--- src/rtl/pipe_hazard_ctrl.sv ---
// pipe_hazard_ctrl
//   Hazard/stall controller for an in-order pipeline of NSTAGES stages with
//   NSTAGES-1 pipeline registers. Register k sits after stage k, so for the
//   default depth 0=IFID, 1=IDEX, 2=EXMEM and 3=MEMWB.
//
//   Events are handled in priority order: dmiss > taken branch > imiss >
//   load-use.
//     - dmiss freezes the whole pipe.
//     - A taken branch flushes the registers younger than BR_STAGE.
//     - imiss injects a bubble at IFID.
//     - load-use holds IFID and injects a bubble at IDEX.
//
//   Optional feature: define PIPE_HAZARD_STALL_CNT_EN to build saturating
//   stall counters. Without it the counter outputs are tied to 0.
//
// Ports
//   clk, rst                    clock, synchronous active-high reset
//   i_imiss, i_dmiss            I$/D$ miss
//   i_branch_taken              taken branch resolving in stage BR_STAGE
//   i_idex_memread, i_idex_rt   IDEX load and its destination register
//   i_ifid_rs, i_ifid_rt        IFID source registers
//   o_pc_en, o_en               PC / per-register load enables (combinational)
//   o_valid                     per-register valid, 0 = bubble (registered)
//   o_state                     FSM state: RUN/ISTALL/DSTALL/LUSE
//   o_*_cnt                     stall statistics
module pipe_hazard_ctrl #(
  parameter int NSTAGES  = 5,
  parameter int BR_STAGE = 3,
  parameter int REGW     = 5,
  parameter int CNTW     = 16
) (
  input  logic               clk,
  input  logic               rst,
  input  logic               i_imiss,
  input  logic               i_dmiss,
  input  logic               i_branch_taken,
  input  logic               i_idex_memread,
  input  logic [REGW-1:0]    i_idex_rt,
  input  logic [REGW-1:0]    i_ifid_rs,
  input  logic [REGW-1:0]    i_ifid_rt,
  output logic               o_pc_en,
  output logic [NSTAGES-2:0] o_en,
  output logic [NSTAGES-2:0] o_valid,
  output logic [1:0]         o_state,
  output logic [CNTW-1:0]    o_istall_cnt,
  output logic [CNTW-1:0]    o_dstall_cnt,
  output logic [CNTW-1:0]    o_luse_cnt
);

  localparam int NR = NSTAGES - 1;

  typedef enum logic [1:0] {RUN = 2'd0, ISTALL = 2'd1, DSTALL = 2'd2, LUSE = 2'd3} state_e;

  state_e        state_q, state_d;
  logic [NR-1:0] vld_q, vld_d;
  logic          br_ev, luse_ev;
  logic          pc_en;
  logic [NR-1:0] en;

  // A branch only counts if the instruction claiming it is real.
  assign br_ev   = i_branch_taken & vld_q[BR_STAGE-1];
  // r0 is hardwired zero, so a load into it never creates a dependency.
  assign luse_ev = vld_q[1] & vld_q[0] & i_idex_memread & (i_idex_rt != '0) &
                   ((i_idex_rt == i_ifid_rs) | (i_idex_rt == i_ifid_rt));

  always_comb begin
    state_d = RUN;
    pc_en   = 1'b1;
    en      = '1;
    vld_d   = {vld_q[NR-2:0], 1'b1};
    if (i_dmiss) begin
      state_d = DSTALL;
      pc_en   = 1'b0;
      en      = '0;
      vld_d   = vld_q;
    end else if (br_ev) begin
      // Everything younger than the branch is on the wrong path.
      state_d = RUN;
      for (int k = 0; k < BR_STAGE; k++) vld_d[k] = 1'b0;
    end else if (i_imiss) begin
      state_d  = ISTALL;
      pc_en    = 1'b0;
      vld_d[0] = 1'b0;
    end else if (luse_ev) begin
      // Hold the dependent instruction in IFID; the bubble drops vld_q[1],
      // so the hazard clears after one cycle.
      state_d  = LUSE;
      pc_en    = 1'b0;
      en[0]    = 1'b0;
      vld_d[0] = vld_q[0];
      vld_d[1] = 1'b0;
    end
    if (rst) begin
      pc_en = 1'b0;
      en    = '0;
    end
  end

  always_ff @(posedge clk) begin
    if (rst) begin
      state_q <= RUN;
      vld_q   <= '0;
    end else begin
      state_q <= state_d;
      vld_q   <= vld_d;
    end
  end

  assign o_pc_en = pc_en;
  assign o_en    = en;
  assign o_valid = vld_q;
  assign o_state = state_q;

`ifdef PIPE_HAZARD_STALL_CNT_EN
  logic            imiss_rule, luse_rule;
  logic [CNTW-1:0] icnt_q, icnt_d, dcnt_q, dcnt_d, lcnt_q, lcnt_d;

  assign imiss_rule = ~i_dmiss & ~br_ev & i_imiss;
  assign luse_rule  = ~i_dmiss & ~br_ev & ~i_imiss & luse_ev;

  always_comb begin
    icnt_d = icnt_q;
    dcnt_d = dcnt_q;
    lcnt_d = lcnt_q;
    if (imiss_rule && icnt_q != '1) icnt_d = icnt_q + CNTW'(1);
    if (i_dmiss    && dcnt_q != '1) dcnt_d = dcnt_q + CNTW'(1);
    if (luse_rule  && lcnt_q != '1) lcnt_d = lcnt_q + CNTW'(1);
  end

  always_ff @(posedge clk) begin
    if (rst) begin
      icnt_q <= '0;
      dcnt_q <= '0;
      lcnt_q <= '0;
    end else begin
      icnt_q <= icnt_d;
      dcnt_q <= dcnt_d;
      lcnt_q <= lcnt_d;
    end
  end

  assign o_istall_cnt = icnt_q;
  assign o_dstall_cnt = dcnt_q;
  assign o_luse_cnt   = lcnt_q;
`else
  assign o_istall_cnt = '0;
  assign o_dstall_cnt = '0;
  assign o_luse_cnt   = '0;
`endif

endmodule

--- config.mk ---
export PLATFORM = sky130hd
export DESIGN_NAME = pipe_hazard_ctrl
export DESIGN_NICKNAME = d
export VERILOG_FILES = /design/src/rtl/pipe_hazard_ctrl.sv
export SDC_FILE = /design/constraint.sdc
export NUM_CORES = 1
export LEC_CHECK = 0
export ABC_AREA = 1
export CELL_PAD_IN_SITES_DETAIL_PLACEMENT = 0
export CELL_PAD_IN_SITES_GLOBAL_PLACEMENT = 2
export CORE_UTILIZATION = 13
export DETAILED_ROUTE_END_ITERATION = 8
export PLACE_DENSITY_LB_ADDON = 0.1
export SETUP_SLACK_MARGIN = 0.5
export SKIP_LAST_GASP = 1
export SYNTH_ARGS = -nofsm -noshare
export SYNTH_HDL_FRONTEND = slang
export SYNTH_SLANG_ARGS = --single-unit
--- constraint.sdc ---
create_clock -name clk -period 1.25 [get_ports clk]
set_input_delay 0.1875 -clock clk [delete_from_list [all_inputs] [get_ports clk]]
set_output_delay 0.1875 -clock clk [all_outputs]
set_load 0.03 [all_outputs]
==> out/results.tsv, run 1 <==
stage	metric	value	unit
timing	setup_ws	-0.237	ns
routing	drtIter0Drc	9	
clock_network	cts.path.max_buffers	2	
placed_design	gp_congestion	0.770	
timing	whs	0.232	ns
worst_setup_path	cp.arrival	1.30	ns
clock_network	clk_pin_slew	0.04	ns
synth	seq_area_frac_synth	13.9	%
worst_setup_path	setup.worst_path.end_class	output pin	
timing	period_needed	1.49	ns
placed_design	hpwl	1870	µm
floorplanning	start_util	13.6	%
routing	drt-wirelength-per-cell	8.61	µm
routing	via_count	853	
clock_network	htree_levels	1	
routing	routed_via_density	3.08	
routing	first_pass_iters	4	
cells_and_area	fin_nets	222	
power	leakage	0.837	nW
timing	setup_viol_count_final	3	
worst_setup_path	path_max_fanout	2	
timing	clock_skew	0.00760	ns
power	p_per_area	677	nW/µm²
synth	avgSynthCellArea	6.27	µm²
floorplanning	io_pins	80	
cells_and_area	syn2layout_area_growth	72.4	%
worst_setup_path	crit_type	register to output pin	
floorplanning	dieArea	6990	µm²
global_routing	grt_pass1_wl	3710	µm
timing	finalHoldViolCount	0	
timing	grt_setup_unrepaired	true	
floorplanning	die_w	83.6	µm
global_routing	antenna_found_initial	0	
routing	detail-route-antenna-nets	0	
placed_design	dp_cells	258	
global_routing	grt_overflow	0	
synth	synth_seq_cells	6	
timing	max_freq	673	MHz
synth	ys_types	18	
global_routing	grt_usage	6.72	%
cells_and_area	drive_gt1_share	44.5	%
power	ir_worst_vdd	261	µV
floorplanning	core_area	6390	µm²
placed_design	post-place-ws	-0.979	ns
worst_setup_path	required	1.06	ns
cells_and_area	layout.cells.non_filler	277	
floorplanning	die_h	83.6	µm
worst_setup_path	reg2reg_depth	10	
clock_network	clock-root-buffer	clkbuf_8	
min_path	hold_depth	3	
outcome	outcome	finished, violations left	
routing	route.detailed.drc	0	
flow_run	drv_cap	0	
clock_network	clock_latency	0.23	ns
routing	wirelength	2390	µm
worst_setup_path	setup.worst_path.start_class	register	
timing	post-route-period-util	119	%
outcome	violations	setup timing	
timing	maxSlewViolCount	0	
clock_network	numCtsBuffers	3	
clock_network	cts_tree	yes	
synth	synth_warnings	0	
synth	syn_area	866	µm²
placed_design	io_buffer_count	31	
global_routing	grt_pass1_vias	778	
min_path	hp-class	input pin to register	
synth	syn_inst	138	
cells_and_area	diodes	0	
clock_network	cts_sinks	6	
global_routing	grt_start_max_net_pins	5	
floorplanning	num_rows	29	
worst paths after layout:
path                            startpoint          to  slack, ns
worst max-delay path            o_valid[0]     o_pc_en      -0.24
worst min-delay path                   rst  o_valid[2]       0.23
worst max register to register  o_valid[0]  o_valid[1]      -0.02
worst min register to register  o_valid[3]  o_valid[3]       0.58
state kept, by name (all words and copies together) (netlist names):
signal,count
o_valid,4
o_state,2
per-layer routing:
metal / wire, µm / track usage (%)
met1: 978 / 8.30
met2: 1230 / 10.8
met3: 152 / 1.48
met4: 27 / 3.70
met5: 0 / 0
synth_stat cells:
master,n,area (µm²)
nor2_1,7,26.3
clkinv_1,1,3.75
nand2_2,3,18.8
nand3_1,5,25.0
nor2_2,3,18.8
a21oi_1,5,25.0
o21bai_1,1,7.51
buf_4,50,375
conb_1,1,3.75
inv_2,4,15.0
nand3_2,2,20.0
dfxtp_1,6,120
inv_1,14,52.6
nand4_1,2,12.5
and3_1,1,6.26
xnor2_1,2,17.5
o21ai_0,1,5.00
nand2_1,30,113
area by class of cell:
type	instances	area, µm²
Fill cell	734	4890
Timing Repair Buffer	61	573
Multi-Input combinational cell	110	572
Sequential cell	6	135
Tap cell	77	96.3
Inverter	19	71.3
Clock buffer	4	45.0
cell usage in the layout, fill, tap and decap left out, drive strengths merged:
cell	count
conb	48
buf	47
nand2	33
inv	19
dlygate4sd2	12
nor2	10
nand3	7
dfxtp	6
a21oi	5
clkbuf	4
xnor2	2
nand4	2
o21bai	1
and3	1
o21ai	1
clkdlybuf4s15	1
clkdlybuf4s50	1
worst max-delay path: stages, from the launching register on:
cell,delay [ns]
dfxtp_4,0.34
nand3_2,0.05
o21bai_4,0.11
inv_2,0.05
buf_6,0.11
nand2_4,0.07
nand2_4,0.06
a21oi_4,0.14
buf_12,0.13
repair_timing:
action                                  in CTS  in global routing
buffers inserted                            10                  5
resized for setup                           86                 17
endpoints found under the setup margin      17                 17
pin swaps                                   21                 13
endpoints found under the hold margin        0                  0
hold buffers                                 0                  0
cell families after synthesis:
kind of cell	count (synthesis)	share of synthesized area [%]
XOR/XNOR	2	2.02
other	1	0.433
AO/OA/AOI/OAI	7	4.33
buffers and inverters	69	51.6
AND/OR/NAND/NOR	53	27.7
flip-flops	6	13.9
per-stage QoR:
step	total power [W]	area (µm²)	setup TNS (ns)	utilization (%)
floorplan	0.000623	1090	0	-
global placement	0.000657	1230	-3.35	19.2
detailed placement	0.000654	1230	-3.36	19.2
CTS	0.000998	1410	-0.564	22.0
global route	0.00107	1490	-0.827	23.4
finish	0.00101	1490	-0.475	23.4
power by group:
group | total, W | internal [W] | switching (W) | leakage, nW
Combinational | 0.000488 | 0.000153 | 0.000335 | 0.762
Clock | 0.000319 | 0.000221 | 0.0000988 | 0.0228
Sequential | 0.000203 | 0.000197 | 0.00000511 | 0.0525
Power figures use the tool's default switching activity.
==> run 2, diff against run 1 <==
Settings changed: CELL_PAD_IN_SITES_GLOBAL_PLACEMENT 2 to 1, CORE_UTILIZATION 13 to 19, GPL_TIMING_DRIVEN set to 0.
==> run 2 against run 1 <==
Against the previous run:
- the run still ends with setup timing left
- sequential power about the same
- sequential cell count unchanged
- final cell count rose by 5.1%
- core utilization increased by 17 points
- routed wire length fell by 4.6%
- cell area grew 16%
- highest routed layer unchanged
- first-iteration DRC count up 56%
- clock skew fell by 0.0072 ns
- combinational power grew 23%
- largest power group unchanged
- clock-buffer cell count did not move
==> out/results.tsv, run 2 (synthesized netlist as in run 1, its figures left out) <==
stage	metric	value	unit
worst_setup_path	setup.worst_path.start_class	register	
cells_and_area	mostFrequentLayoutCell	buf_4	
power	pwr-share-clk	28.7	%
placed_design	io_buffer_count	31	
routing	wirelength	2280	µm
timing	post-route-period-util	112	%
global_routing	grt_pass1_wl	3280	µm
floorplanning	dieArea	4830	µm²
cells_and_area	layout.cells.non_filler	291	
power	pwr-share-seq	18.0	%
timing	clock_skew	0.000403	ns
worst_setup_path	crit_type	register to output pin	
routing	detail-route-antenna-nets	0	
outcome	violations	setup timing	
flow_run	drv_cap	0	
routing	via_count	977	
worst_setup_path	slowest_stage	dfxtp_4	
floorplanning	num_rows	24	
global_routing	grt_start_max_net_pins	7	
worst_setup_path	cpPeakStageDelay	0.34	ns
placed_design	post-place-ws	-0.991	ns
timing	period_needed	1.40	ns
timing	max_freq	715	MHz
worst_setup_path	r2r_end	o_state[0]	
worst_setup_path	setup.worst_path.end_class	output pin	
clock_network	clock_latency	0.23	ns
power	p_int	0.000668	W
timing	setup_viol_count_final	3	
floorplanning	die_w	69.5	µm
clock_network	htree_levels	1	
timing	maxSlewViolCount	0	
cells_and_area	layout_common_cells	55 x buf_4, 48 x conb_1, 26 x nand2_1, 26 x buf_6, 11 x inv_1	
power	p_switching	0.000460	W
global_routing	grt_usage	8.37	%
global_routing	grt_overflow	0	
worst_setup_path	required	1.06	ns
power	leakage	1.03	nW
floorplanning	die_h	69.5	µm
cells_and_area	drive_gt1_share	55.2	%
timing	tns	-0.315	ns
min_path	holdPathEnd	o_valid[2]	
clock_network	cts_tree	yes	
placed_design	hpwl	1770	µm
routing	route.detailed.drc	0	
global_routing	grt_pass1_vias	805	
cells_and_area	final_util	39.9	%
floorplanning	io_pins	80	
cells_and_area	largest_reg_flops	4	
clock_network	hold_buffers	0	
worst_setup_path	path_max_fanout	3	
routing	drt-wirelength-per-cell	7.82	µm
cells_and_area	diodes	0	
outcome	outcome	finished, violations left	
clock_network	clk_pin_slew	0.04	ns
timing	grt_setup_unrepaired	true	
clock_network	cts.path.max_buffers	2	
min_path	hp-start	rst	
worst_setup_path	path_cells	nand3_2 > o21bai_4 > inv_4 > nand2_4 > nand2_4 > a21oi_4 > buf_6	
worst_setup_path	timing.rr.start	o_valid[0]	
placed_design	gp_congestion	0.654	
worst_setup_path	cp.arrival	1.21	ns
clock_network	clock-root-buffer	clkbuf_8	
worst_setup_path	reg2reg_depth	10	
cells_and_area	syn2layout_area_growth	101	%
power	ir_worst_vdd	347	µV
worst_setup_path	reg2reg_slack	-0.02	ns
floorplanning	core_area	4350	µm²
placed_design	dp_cells	268	
global_routing	antenna_found_initial	0	
routing	drtIter0Drc	14	
cells_and_area	fillers	479	
power	p_per_area	649	nW/µm²
min_path	hp-class	input pin to register	
timing	setup_ws	-0.149	ns
floorplanning	start_util	19.9	%
clock_network	cts_sinks	6	
routing	routed_via_density	3.36	
routing	first_pass_iters	4	
min_path	hold_depth	2	
timing	finalHoldViolCount	0	
worst_setup_path	path_common_cell	nand2_4	
power	comb_power_share	53.3	%
clock_network	numCtsBuffers	3	
power	netSwitchingFraction	40.8	%
cells_and_area	fin_nets	261	
[run 2: final cells by class]
cell class / instances / area (µm²) / area share, %
Tap cell: 52 / 65.1 / 3.75
Clock buffer: 4 / 45.0 / 2.59
Buffer: 50 / 383 / 22.0
Timing Repair Buffer: 50 / 464 / 26.7
Inverter: 19 / 75.1 / 4.32
Multi-Input combinational cell: 110 / 569 / 32.8
Sequential cell: 6 / 135 / 7.78
[run 2: through the flow]
stage,hold WS (ns),total power [W],instance area [µm²]
final,0.115,0.00113,1740
after global routing,0.113,0.00119,1740
after CTS,0.184,0.00109,1610
after detailed placement,0.483,0.000746,1460
after global placement,0.485,0.000745,1460
after floorplan,0.247,0.000623,1090
[run 2: how the worst max path moves through the flow]
stage / startpoint / endpoint / slack, ns
after floorplan: o_valid[0] / o_pc_en / 0.08
after global placement: i_idex_rt[4] / o_pc_en / -0.97
after detailed placement: i_idex_rt[4] / o_pc_en / -0.99
after CTS: i_ifid_rs[1] / o_pc_en / -0.20
after global routing: o_valid[0] / o_pc_en / -0.21
final: o_valid[0] / o_pc_en / -0.15
[run 2: routing by layer]
metal	track usage (%)	vias up	part of all wire, %
met2	16.9	47	54
met5	0	-	0
met3	0.872	3	8.5
met4	4.76	0	1.4
li1	-	516	-
met1	7.97	411	36
[run 2: power by group through the flow]
stage               Sequential (W)  Clock (W)  Combinational (W)
global route              0.000204   0.000346           0.000637
finish                    0.000203   0.000324           0.000601
detailed placement        0.000206          0           0.000540
floorplan                 0.000221          0           0.000402
CTS                       0.000203   0.000330           0.000557
global placement          0.000206          0           0.000539
[run 2: critical path, delay by kind of cell (launching register included)]
family | cells | cell delay (ns)
DFF | 1 | 0.34
AOI/OAI and AO/OA | 2 | 0.22
and+or+nand+nor | 3 | 0.19
buffers and inverters | 2 | 0.22
[run 2: what timing repair did]
action | in CTS | in global routing
setup buffers | 11 | 8
pin swaps | 17 | 20
endpoints found under the setup margin | 17 | 17
resized for setup | 124 | 47
==> run 3, diff against run 2 <==
Settings changed: CELL_PAD_IN_SITES_DETAIL_PLACEMENT 0 to not set, CELL_PAD_IN_SITES_GLOBAL_PLACEMENT 1 to not set, CORE_UTILIZATION 19 to 31, PLACE_DENSITY set to 0.81, PLACE_DENSITY_LB_ADDON 0.1 to not set.
==> run 3 against run 2 <==
Against the previous run:
- the run still ends with setup timing left
- via count up 8.5%
- clock-buffer cell count unchanged
- die area down 38%
- combinational power up 3.7%
- sequential share of layout area down 0.33 points
- cell area up 4.5%
- setup slack worse by 0.093 ns
- critical path type is now register to register
- critical endpoint is now o_valid[0]
==> out/results.tsv, run 3 (synthesized netlist as in run 1, its figures left out) <==
stage	metric	value	unit
worst_setup_path	reg2reg_slack	-0.24	ns
routing	wirelength	2850	µm
timing	period_needed	1.49	ns
power	leakage	1.09	nW
floorplanning	die_h	54.9	µm
clock_network	clock-root-buffer	clkbuf_4	
floorplanning	num_rows	18	
routing	drtIter0Drc	10	
min_path	hp-class	input pin to register	
cells_and_area	mostFrequentLayoutCell	buf_4	
clock_network	cts.path.max_buffers	2	
worst_setup_path	setup.worst_path.end_class	register	
floorplanning	dieArea	3010	µm²
timing	setup_viol_count_final	6	
floorplanning	start_util	33.7	%
worst_setup_path	crit_path_end	o_valid[0]	
global_routing	grt_usage	16.4	%
global_routing	grt_start_max_net_pins	6	
floorplanning	io_pins	80	
flow_run	drv_cap	0	
placed_design	gp_congestion	0.753	
worst_setup_path	timing.rr.start	o_valid[0]	
floorplanning	die_w	54.9	µm
worst_setup_path	r2r_end	o_valid[0]	
worst_setup_path	crit_path_start	o_valid[0]	
placed_design	hpwl	1530	µm
worst_setup_path	reg2reg_depth	10	
timing	maxSlewViolCount	0	
clock_network	numCtsBuffers	3	
outcome	violations	setup timing	
cells_and_area	layout.cells.non_filler	281	
cells_and_area	fin_nets	273	
cells_and_area	syn2layout_area_growth	110	%
worst_setup_path	setup.worst_path.start_class	register	
power	ir_worst_vdd	636	µV
routing	drt-wirelength-per-cell	10.2	µm
timing	clock_skew	0.00860	ns
routing	route.detailed.drc	0	
timing	max_freq	670	MHz
placed_design	dp_cells	246	
clock_network	cts_tree	yes	
floorplanning	core_area	2570	µm²
min_path	hp-start	rst	
timing	grt_setup_unrepaired	true	
worst_setup_path	crit_type	register to register	
cells_and_area	largest_reg_flops	4	
cells_and_area	final_util	70.7	%
clock_network	clk_pin_slew	0.05	ns
clock_network	clock_latency	0.27	ns
outcome	outcome	finished, violations left	
routing	via_count	1060	
cells_and_area	layout_common_cells	66 x buf_4, 48 x conb_1, 26 x nand2_1, 26 x buf_6, 11 x inv_1	
routing	detail-route-antenna-nets	0	
cells_and_area	drive_gt1_share	56.6	%
power	p_per_area	572	nW/µm²
global_routing	grt_pass1_vias	813	
worst_setup_path	cp.arrival	1.65	ns
worst_setup_path	path_max_fanout	3	
cells_and_area	stdcell_area	1810	µm²
routing	routed_via_density	3.77	
placed_design	io_buffer_count	31	
timing	setup_ws	-0.242	ns
clock_network	cts_sinks	6	
routing	first_pass_iters	4	
cells_and_area	diodes	0	
cells_and_area	fillers	216	
worst_setup_path	required	1.41	ns
placed_design	dpl_cell_area	1440	µm²
clock_network	hold_buffers	0	
timing	finalHoldViolCount	0	
global_routing	grt_overflow	0	
global_routing	grt_pass1_wl	3390	µm
timing	whs	0.0835	ns
timing	post-route-period-util	119	%
global_routing	antenna_found_initial	0	
clock_network	htree_levels	1	
run 3: area by class of cell:
type | instances | area [µm²] | area share, %
multi-input cells | 110 | 574 | 31.7
inverters | 19 | 73.8 | 4.07
repair buffers | 62 | 584 | 32.2
flip-flops and latches | 6 | 135 | 7.45
clock buffers | 4 | 26.3 | 1.45
plain buffers | 50 | 383 | 21.1
well taps | 30 | 37.5 | 2.07
run 3: power by group:
part | switching, W | internal (W) | total, W
registers | 0.00000604 | 0.000197 | 0.000203
clock network | 0.0000888 | 0.000122 | 0.000211
logic | 0.000363 | 0.000261 | 0.000623
run 3: repair_timing:
item	CTS	global route
hold endpoints to repair	0	0
pin swaps	21	15
endpoints found under the setup margin	17	17
resized for setup	121	37
setup buffers	23	8
run 3: critical path, stage by stage, from the launching register on:
cell and delay, ns:
dfxtp_4 0.36, nand3_2 0.07, o21bai_4 0.18, inv_4 0.08, nand2_4 0.07, buf_6 0.11, buf_4 0.12, buf_4 0.13
buf_4 0.14, nand4_1 0.07, nand2_1 0.06
run 3: stage by stage:
step	TNS, ns	power (W)	setup WS [ns]
final	-1.09	0.00104	-0.242
after global routing	-1.39	0.00110	-0.277
after CTS	-0.854	0.000972	-0.229
after detailed placement	-4.89	0.000744	-0.976
after global placement	-4.91	0.000741	-0.979
after floorplan	0	0.000623	0.0804
run 3: how the worst min path moves through the flow:
stage / endpoint / slack, ns / cells past startpoint
floorplan: o_valid[1] / 0.25 / 1
global placement: o_valid[3] / 0.47 / 2
detailed placement: o_valid[3] / 0.49 / 2
CTS: o_valid[1] / 0.10 / 2
global route: o_valid[2] / 0.08 / 2
finish: o_valid[2] / 0.08 / 2
run 3: layer usage:
layer  global-route usage (%)  wire length [µm]  part of all wire (%)
met3                     4.44               293                    10
met5                        0                 0                     0
met2                     27.5              1500                    53
met4                     10.7               127                   4.5
met1                     17.9               933                    33
